$ cat src/rtl/mesi_isc_broad_cntl.sv
// Broadcast controller: pops one broadcast entry at a time, snoops every
// non-initiating CPU, collects their acks, then enables the initiator.
module mesi_isc_broad_cntl #(
  parameter int CBUS_CMD_WIDTH   = 3,
  parameter int ADDR_WIDTH       = 32,
  parameter int BROAD_TYPE_WIDTH = 2,
  parameter int BROAD_ID_WIDTH   = 7
) (
  input  logic                          clk,
  input  logic                          rst,
  input  logic                          broad_fifo_status_empty_i,
  input  logic [ADDR_WIDTH-1:0]         broad_addr_i,
  input  logic [BROAD_TYPE_WIDTH-1:0]   broad_type_i,
  input  logic [1:0]                    broad_cpu_id_i,
  input  logic [BROAD_ID_WIDTH-1:0]     broad_id_i,
  input  logic [3:0]                    cbus_ack_array_i,
  output logic                          broad_fifo_rd_o,
  output logic [ADDR_WIDTH-1:0]         cbus_addr_o,
  output logic [4*CBUS_CMD_WIDTH-1:0]   cbus_cmd_array_o,
  output logic [BROAD_ID_WIDTH-1:0]     broad_id_o,
  output logic                          busy_o
);

  localparam logic [CBUS_CMD_WIDTH-1:0] CMD_WR_SNOOP = CBUS_CMD_WIDTH'(1);
  localparam logic [CBUS_CMD_WIDTH-1:0] CMD_RD_SNOOP = CBUS_CMD_WIDTH'(2);
  localparam logic [CBUS_CMD_WIDTH-1:0] CMD_EN_WR    = CBUS_CMD_WIDTH'(3);
  localparam logic [CBUS_CMD_WIDTH-1:0] CMD_EN_RD    = CBUS_CMD_WIDTH'(4);

  typedef enum logic [2:0] {
    IDLE,
    FETCH,
    LATCH,
    SNOOP,
    ENABLE
  } state_t;

  state_t                        state, state_next;
  logic [3:0]                    pending, pending_next;
  logic [ADDR_WIDTH-1:0]         addr_q;
  logic [BROAD_TYPE_WIDTH-1:0]   type_q, type_cur;
  logic [1:0]                    cpu_q, cpu_cur;
  logic [BROAD_ID_WIDTH-1:0]     id_q;
  logic [4*CBUS_CMD_WIDTH-1:0]   cmd_q, cmd_next;
  logic                          is_wr, is_rd;

  // In LATCH the entry is still on the FIFO outputs, so decode from there.
  always_comb begin
    type_cur     = (state == LATCH) ? broad_type_i : type_q;
    cpu_cur      = (state == LATCH) ? broad_cpu_id_i : cpu_q;
    is_wr        = (type_cur == BROAD_TYPE_WIDTH'(1));
    is_rd        = (type_cur == BROAD_TYPE_WIDTH'(2));
    state_next   = state;
    pending_next = pending;
    case (state)
      IDLE:   if (!broad_fifo_status_empty_i) state_next = FETCH;
      FETCH:  state_next = LATCH;
      LATCH: begin
        if (is_wr || is_rd) begin
          pending_next = 4'b1111 & ~(4'b0001 << cpu_cur);
          state_next   = SNOOP;
        end else begin
          pending_next = 4'b0000;
          state_next   = IDLE;
        end
      end
      SNOOP: begin
        pending_next = pending & ~cbus_ack_array_i;
        if (pending_next == 4'b0000) state_next = ENABLE;
      end
      ENABLE: if (cbus_ack_array_i[cpu_cur]) state_next = IDLE;
      default: state_next = IDLE;
    endcase
  end

  // Commands are derived from the next state so they are registered outputs.
  always_comb begin
    cmd_next = '0;
    for (int i = 0; i < 4; i++) begin
      if (state_next == SNOOP && pending_next[i])
        cmd_next[i*CBUS_CMD_WIDTH +: CBUS_CMD_WIDTH] = is_wr ? CMD_WR_SNOOP : CMD_RD_SNOOP;
      else if (state_next == ENABLE && cpu_cur == 2'(i))
        cmd_next[i*CBUS_CMD_WIDTH +: CBUS_CMD_WIDTH] = is_wr ? CMD_EN_WR : CMD_EN_RD;
    end
  end

  always_ff @(posedge clk or negedge rst) begin
    if (!rst) begin
      state   <= IDLE;
      pending <= 4'b0000;
      cmd_q   <= '0;
      addr_q  <= '0;
      type_q  <= '0;
      cpu_q   <= 2'b00;
      id_q    <= '0;
    end else begin
      state   <= state_next;
      pending <= pending_next;
      cmd_q   <= cmd_next;
      if (state == LATCH) begin
        addr_q <= broad_addr_i;
        type_q <= broad_type_i;
        cpu_q  <= broad_cpu_id_i;
        id_q   <= broad_id_i;
      end
    end
  end

  assign broad_fifo_rd_o  = (state == FETCH);
  assign busy_o           = (state != IDLE);
  assign cbus_cmd_array_o = cmd_q;
  assign cbus_addr_o      = addr_q;
  assign broad_id_o       = id_q;

endmodule

$ cat config.mk
export PLATFORM = sky130hd
export DESIGN_NAME = mesi_isc_broad_cntl
export DESIGN_NICKNAME = d
export VERILOG_FILES = /design/src/rtl/mesi_isc_broad_cntl.sv
export SDC_FILE = /design/constraint.sdc
export NUM_CORES = 1
export LEC_CHECK = 0
export BUFFER_PORTS_ARGS = -buffer_cell sky130_fd_sc_hd__buf_4
export CORE_MARGIN = 1.5
export CORE_UTILIZATION = 48
export DETAILED_ROUTE_END_ITERATION = 10
export HOLD_SLACK_MARGIN = 0.02
export PLACE_DENSITY = 0.79
export SYNTH_ARGS = -nofsm -noshare
export SYNTH_HDL_FRONTEND = slang
export SYNTH_SLANG_ARGS = --single-unit
$ cat constraint.sdc
create_clock -name clk -period 3.3 [get_ports clk]
set_input_delay 0 -clock clk [delete_from_list [all_inputs] [get_ports clk]]
set_output_delay 0 -clock clk [all_outputs]
set_load 0.01 [all_outputs]
# Word-level counts from Yosys, hierarchy flattened
# Cells that the tools add are included.
# totals
regBits,62
latchBits,0
ramBits,0
mem_bits_ro,0
inputBits,50
out_inout_bits,53
word_cells,57
mem_count,0
# op_classes
add_sub_neg,0
mul,0
div,0
n_lt_le_gt_ge,1
eq_ne,11
shift,1
n_mux,21
bitwise_logic,3
n_reduce_logical,13
# ops
cell,n
$mux 3,12
$pmux 3 s5,1
$eq 3x2->1 const B,3
$logic_and 1x1->1,8
$mux 2,4
$not 4->4,2
$pmux 4 s2,1
$eq 2x2->1 const B,3
$eq 3x3->1 const B,2
$and 4x4->4,1
$eq 2x1->1 const B,2
$logic_not 4->1,1
$mux 4,1
$shl 1x2->4 const A,1
$eq 3x1->1 const B,1
$logic_not 3->1,1
$lt 2x3->1 const B,1
$reduce_bool 3->1,1
$bmux 1 s2,1
$logic_not 2->1,1
$logic_or 1x1->1,1
$mux 1,1

# Longest topological paths before layout
# depth
ltp_word,10
depth_mapped,12
ltp_nobuf,9

# Worst setup path before layout
# OpenSTA, ideal clock, no wires.
# synth_timing
path_type,flip-flop to flip-flop
from,register state[0]
to,register cmd_q[5] (netlist: cbus_cmd_array_o[5])
setup_time_ns,0.124
arrival_time_ns,2.208
required_ns,3.176
path_slack_ns,0.969
path_stages_with_launch,12
path_buffers,3
period_less_slack_ns,2.331
path_cell_list,dfrtp_1 -> buf_6 -> or3b_1 -> buf_6 -> clkbuf_1 -> nand2_1 -> nand2_1 -> ha_1 -> inv_1 -> o221ai_1 -> nand2b_1 -> nor4b_2
# synth_between
elab_chain_len,10
word_cells_on_any_way,29
classes_between,eq/ne (9); shift (1); mux (14); bitwise (1); reduce/logical (4)
# synth_rtl
element,line,text
from (decl),37,"state_t state, state_next;"
from (signal assigned),96,state <= state_next;
$eq 3x2->1 *,48,type_cur = (state == LATCH) ? broad_type_i : type_q;
$mux 2 *,n/a,
named net type_cur[0],40,"logic [BROAD_TYPE_WIDTH-1:0] type_q, type_cur;"
$eq 2x1->1 / $eq 2x2->1 (equally long branches),"50, 51",
$logic_or 1x1->1,58,if (is_wr || is_rd) begin
$mux 2,58,
$pmux 3 s5,54,case (state)
$eq 3x3->1,81,else if (state_next == ENABLE && cpu_cur == 2'(i))
$logic_and 1x1->1,81,
$mux 3,81,
$mux 3 *,79,if (state_next == SNOOP && pending_next[i])
named net cmd_next[5],43,"logic [4*CBUS_CMD_WIDTH-1:0] cmd_q, cmd_next;"
to (signal assigned),98,cmd_q <= cmd_next;
to (decl),43,
# The timed path passes the listed nets; every way through them passes the cells marked *. The select of a mux whose other input is x is not followed.
# A chain may end at the register's enable or synchronous reset.

# Final worst setup path
# layout_timing
from,register state[0]
to,register cmd_q[5] (netlist: cbus_cmd_array_o[5])
# layout_between
elab_chain_len,10
word_cells_on_any_way,29
classes_between,eq/ne (9); shift (1); mux (14); bitwise (1); reduce/logical (4)
# layout_rtl
element,line,text
$eq 3x2->1,"48, 49, 54",
$mux 2,n/a,
"$bmux 1 s2, or another cell as far along",70,ENABLE: if (cbus_ack_array_i[cpu_cur]) state_next = IDLE;
$mux 1 (not written as such) / $logic_or 1x1->1 (equally long branches),"70, 58",
$mux 3 / $mux 2 (equally long branches),"70, 58",
$pmux 3 s5,54,
$eq 3x3->1,81,
$logic_and 1x1->1,81,
$mux 3,81,
$mux 3 *,79,
named net cmd_next[5],43,
# Marked as above.

==> reports/qor.csv <==
stage;metric;value;unit
job;max-cap viol count;0;
global_route;initial antenna violation count;0;
timing;max frequency;417;MHz
cells_and_area;Total Nets Final;477;
global_route;GRT Residual Overflow;0;
timing;RSZ-0062 raised after global routing;false;
pwr;VDD IR-drop max;546;uV
critical_path;CP startpoint kind;register;
pwr;Leakage;2.16;nW
yosys;cell taking the most area after synthesis;dfrtp_1;
yosys;dominant cells by area after synthesis;dfrtp_1 (59%), nand2_1 (19%), mux2i_1 (3.4%);
yosys;register bit count reported by yosys;62;
cts;clock sinks;62;
timing;Final Max Slew Viols;0;
yosys;Unique masters post-synth;37;
timing;worst-margin pin slew;0.778;ns
timing;post-route minimum period;2.40;ns
drt;wire length on met1;2960;um
drt;number of remaining DRC errors;0;
timing;# setup viols final;0;
yosys;Post-synth EDFFs;0;
cells_and_area;Layout area overhead;56.3;%
floorplan;Die Ht;77.0;um
yosys;register area share after synthesis;59.0;%
placement;number of port buffers;102;
yosys;Yosys top cell area share;59.0;%
pwr;P per Cell Area;921;nW/um^2
cts;post_cts resized;0;
drt;Initial DRT Pass Iterations;4;
outcome;status;complete, no violations;
yosys;Post-Synthesis Cells;276;
yosys;Synth Flop Type;dfrtp_1;
cts;Inserted Clock Buffers;9;
critical_path;Worst EP required;3.51;ns
cts;Worst-path clk slew;0.06;ns
cells_and_area;share of layout cells above drive strength 1;30.0;%
floorplan;core area;5200;um^2
timing;Rel. slew slack;48.1;%
yosys;Async S/R FF share, synth;100;%
yosys;Ys Warns;0;
global_route;first-pass GRT wire length;12200;um
placement;hpwl dp;4380;um
timing;TNS Setup;0;ns
critical_path;critical path fanouts, max;24;
drt;average routed wire per standard cell;14.5;um
floorplan;die width;77.0;um
worst_hold_path;Min-Delay Path Class;in -> reg;
timing;worst setup margin;0.904;ns
floorplan;Rows;26;
cts;CTS tree;done;
timing;final hold viol count;0;
cells_and_area;Antenna diodes;0;
drt;Detail Route Antenna Nets;0;
yosys;cell area after synthesis;2630;um^2
yosys;most numerous cell in the Yosys netlist;nand2_1;
drt;vias per cell;4.90;
yosys;Mapped Nets;327;
drt;met3 WL;485;um
global_route;total track usage;26.1;%
timing;Final period util;72.6;%
floorplan;top-level I/O count;103;
cts;clk_lat worst skew;0.33;ns
yosys;leading cell types by count after synthesis;nand2_1 (131), dfrtp_1 (62), o21ai_0 (10), clkbuf_1 (9), mux2i_1 (9);
floorplan;die area;5930;um^2
cells_and_area;fillers;350;
critical_path;Worst Path Arrival;2.60;ns
drt;Routed WL;7250;um
cts;CTS H-tree lvls;3;
drt;Via Count;2450;
cts;root buf cell;clkbuf_8;
floorplan;Initial Util;50.5;%
timing;clk_skew;0.00791;ns
cts;buffer levels on the longest clock path;2;
critical_path;Worst setup EP type;register;
placement;pre-CTS setup slack;0.911;ns
yosys;syn_area_per_cell;9.52;um^2
cells_and_area;post-route cell area;4110;um^2
cts;setup bufs post-CTS;0;
drt;DR iter-0 viols;158;
placement;Final Wtd Congestion;0.886;
global_route;vias in the first global route;2601;
placement;dpl cell area;3440;um^2
drt;highest routed metal layer;met4;
global_route;largest net degree at the start of global routing;63;
drt;met2 wire len;3630;um
timing;WHS;0.0695;ns
critical_path;critical path class;reg -> reg;
-- layer usage --
layer	up-vias	GRT usage, %
met4	0	10.2
met3	20	5.83
met5	-	0
met2	102	45.7
li1	1181	-
met1	1147	31.2
-- path summary, 6_finish.rpt --
kind	start	endpoint	slack, ns	depth (start not counted)
worst min register to register	pending[3]	pending[3]	0.47	2
worst max register to register	state[0]	cbus_cmd_array_o[5]	0.90	8
max in group asynchronous	rst	state[1]	2.49	2
worst min-delay path	cbus_ack_array_i[2]	pending[2]	0.07	3
min in group asynchronous	rst	cbus_cmd_array_o[0]	0.27	2
worst max-delay path	state[0]	cbus_cmd_array_o[5]	0.90	8
-- per-stage QoR --
stage               total power, W  instances  util [%]
floorplan                  0.00232        276         -
global placement           0.00298        439      66.2
detailed placement         0.00304        439      66.2
CTS                        0.00379        500      78.9
global route               0.00407        500      78.9
finish                     0.00378        500      78.9
-- layout make-up --
type	instances	area (um^2)	share of cell area [%]
Sequential cell	62	1550	37.8
Timing Repair Buffer	151	1250	30.4
Multi-Input combinational cell	195	990	24.1
Clock buffer	10	128	3.11
Tap cell	70	87.6	2.13
Clock inverter	5	75.1	1.83
Inverter	7	26.3	0.640
-- power breakdown --
group,internal [W],switching [W],total (W)
Clock,0.000417,0.000277,0.000695
Combinational,0.000796,0.000988,0.00178
Sequential,0.00110,0.000203,0.00130
Total,0.00231,0.00147,0.00378
-- flip-flops by register name, summed over array words and instances, names as in the netlist --
name              count
type_q                2
state                 3
cpu_q                 2
cbus_cmd_array_o     12
cbus_addr_o          32
pending               4
broad_id_o            7
-- timing repair --
action,4_1_cts,5_1_grt
hold buffers,46,0
hold endpoints to repair,107,0
endpoints found under the setup margin,0,0
-- cells in the final DEF (no fill, tap or decap), types with 2 or more instances in the layout --
cell | netlist | layout
nor3_1 | 2 | 2
nor2b_1 | 3 | 3
a21boi_1 | 4 | 4
buf_4 | 0 | 105
inv_1 | 4 | 4
nor2_1 | 3 | 3
nand2_1 | 131 | 131
nand3_1 | 2 | 2
clkinv_2 | 0 | 3
dfrtp_1 | 62 | 62
clkbuf_8 | 0 | 9
bufinv_16 | 0 | 2
dlygate4sd3_1 | 0 | 46
mux2i_1 | 9 | 9
inv_2 | 2 | 2
nand4_1 | 3 | 3
nand2b_1 | 8 | 8
o21ai_0 | 10 | 10
-- cells by family (layout without fill, tap and decap cells) --
| group | count (synthesis) | after routing | share of synthesized area [%] |
|---|---|---|---|
| mux | 10 | 10 | 4.29 |
| compound gates | 25 | 25 | 6.81 |
| fa+ha+maj | 1 | 1 | 0.476 |
| simple gates | 159 | 159 | 26.1 |
| buf+inv | 19 | 173 | 3.29 |
| flops | 62 | 62 | 59.0 |
-- critical path, stage by stage, from the launching register on --
cell and delay, ns:
dfrtp_1 0.49, nor3b_4 0.24, buf_4 0.29, mux2i_1 0.27
ha_1 0.28, inv_1 0.13, o221ai_1 0.16, nand2b_1 0.24
nor4b_2 0.17
Power figures use the tool's default switching activity.
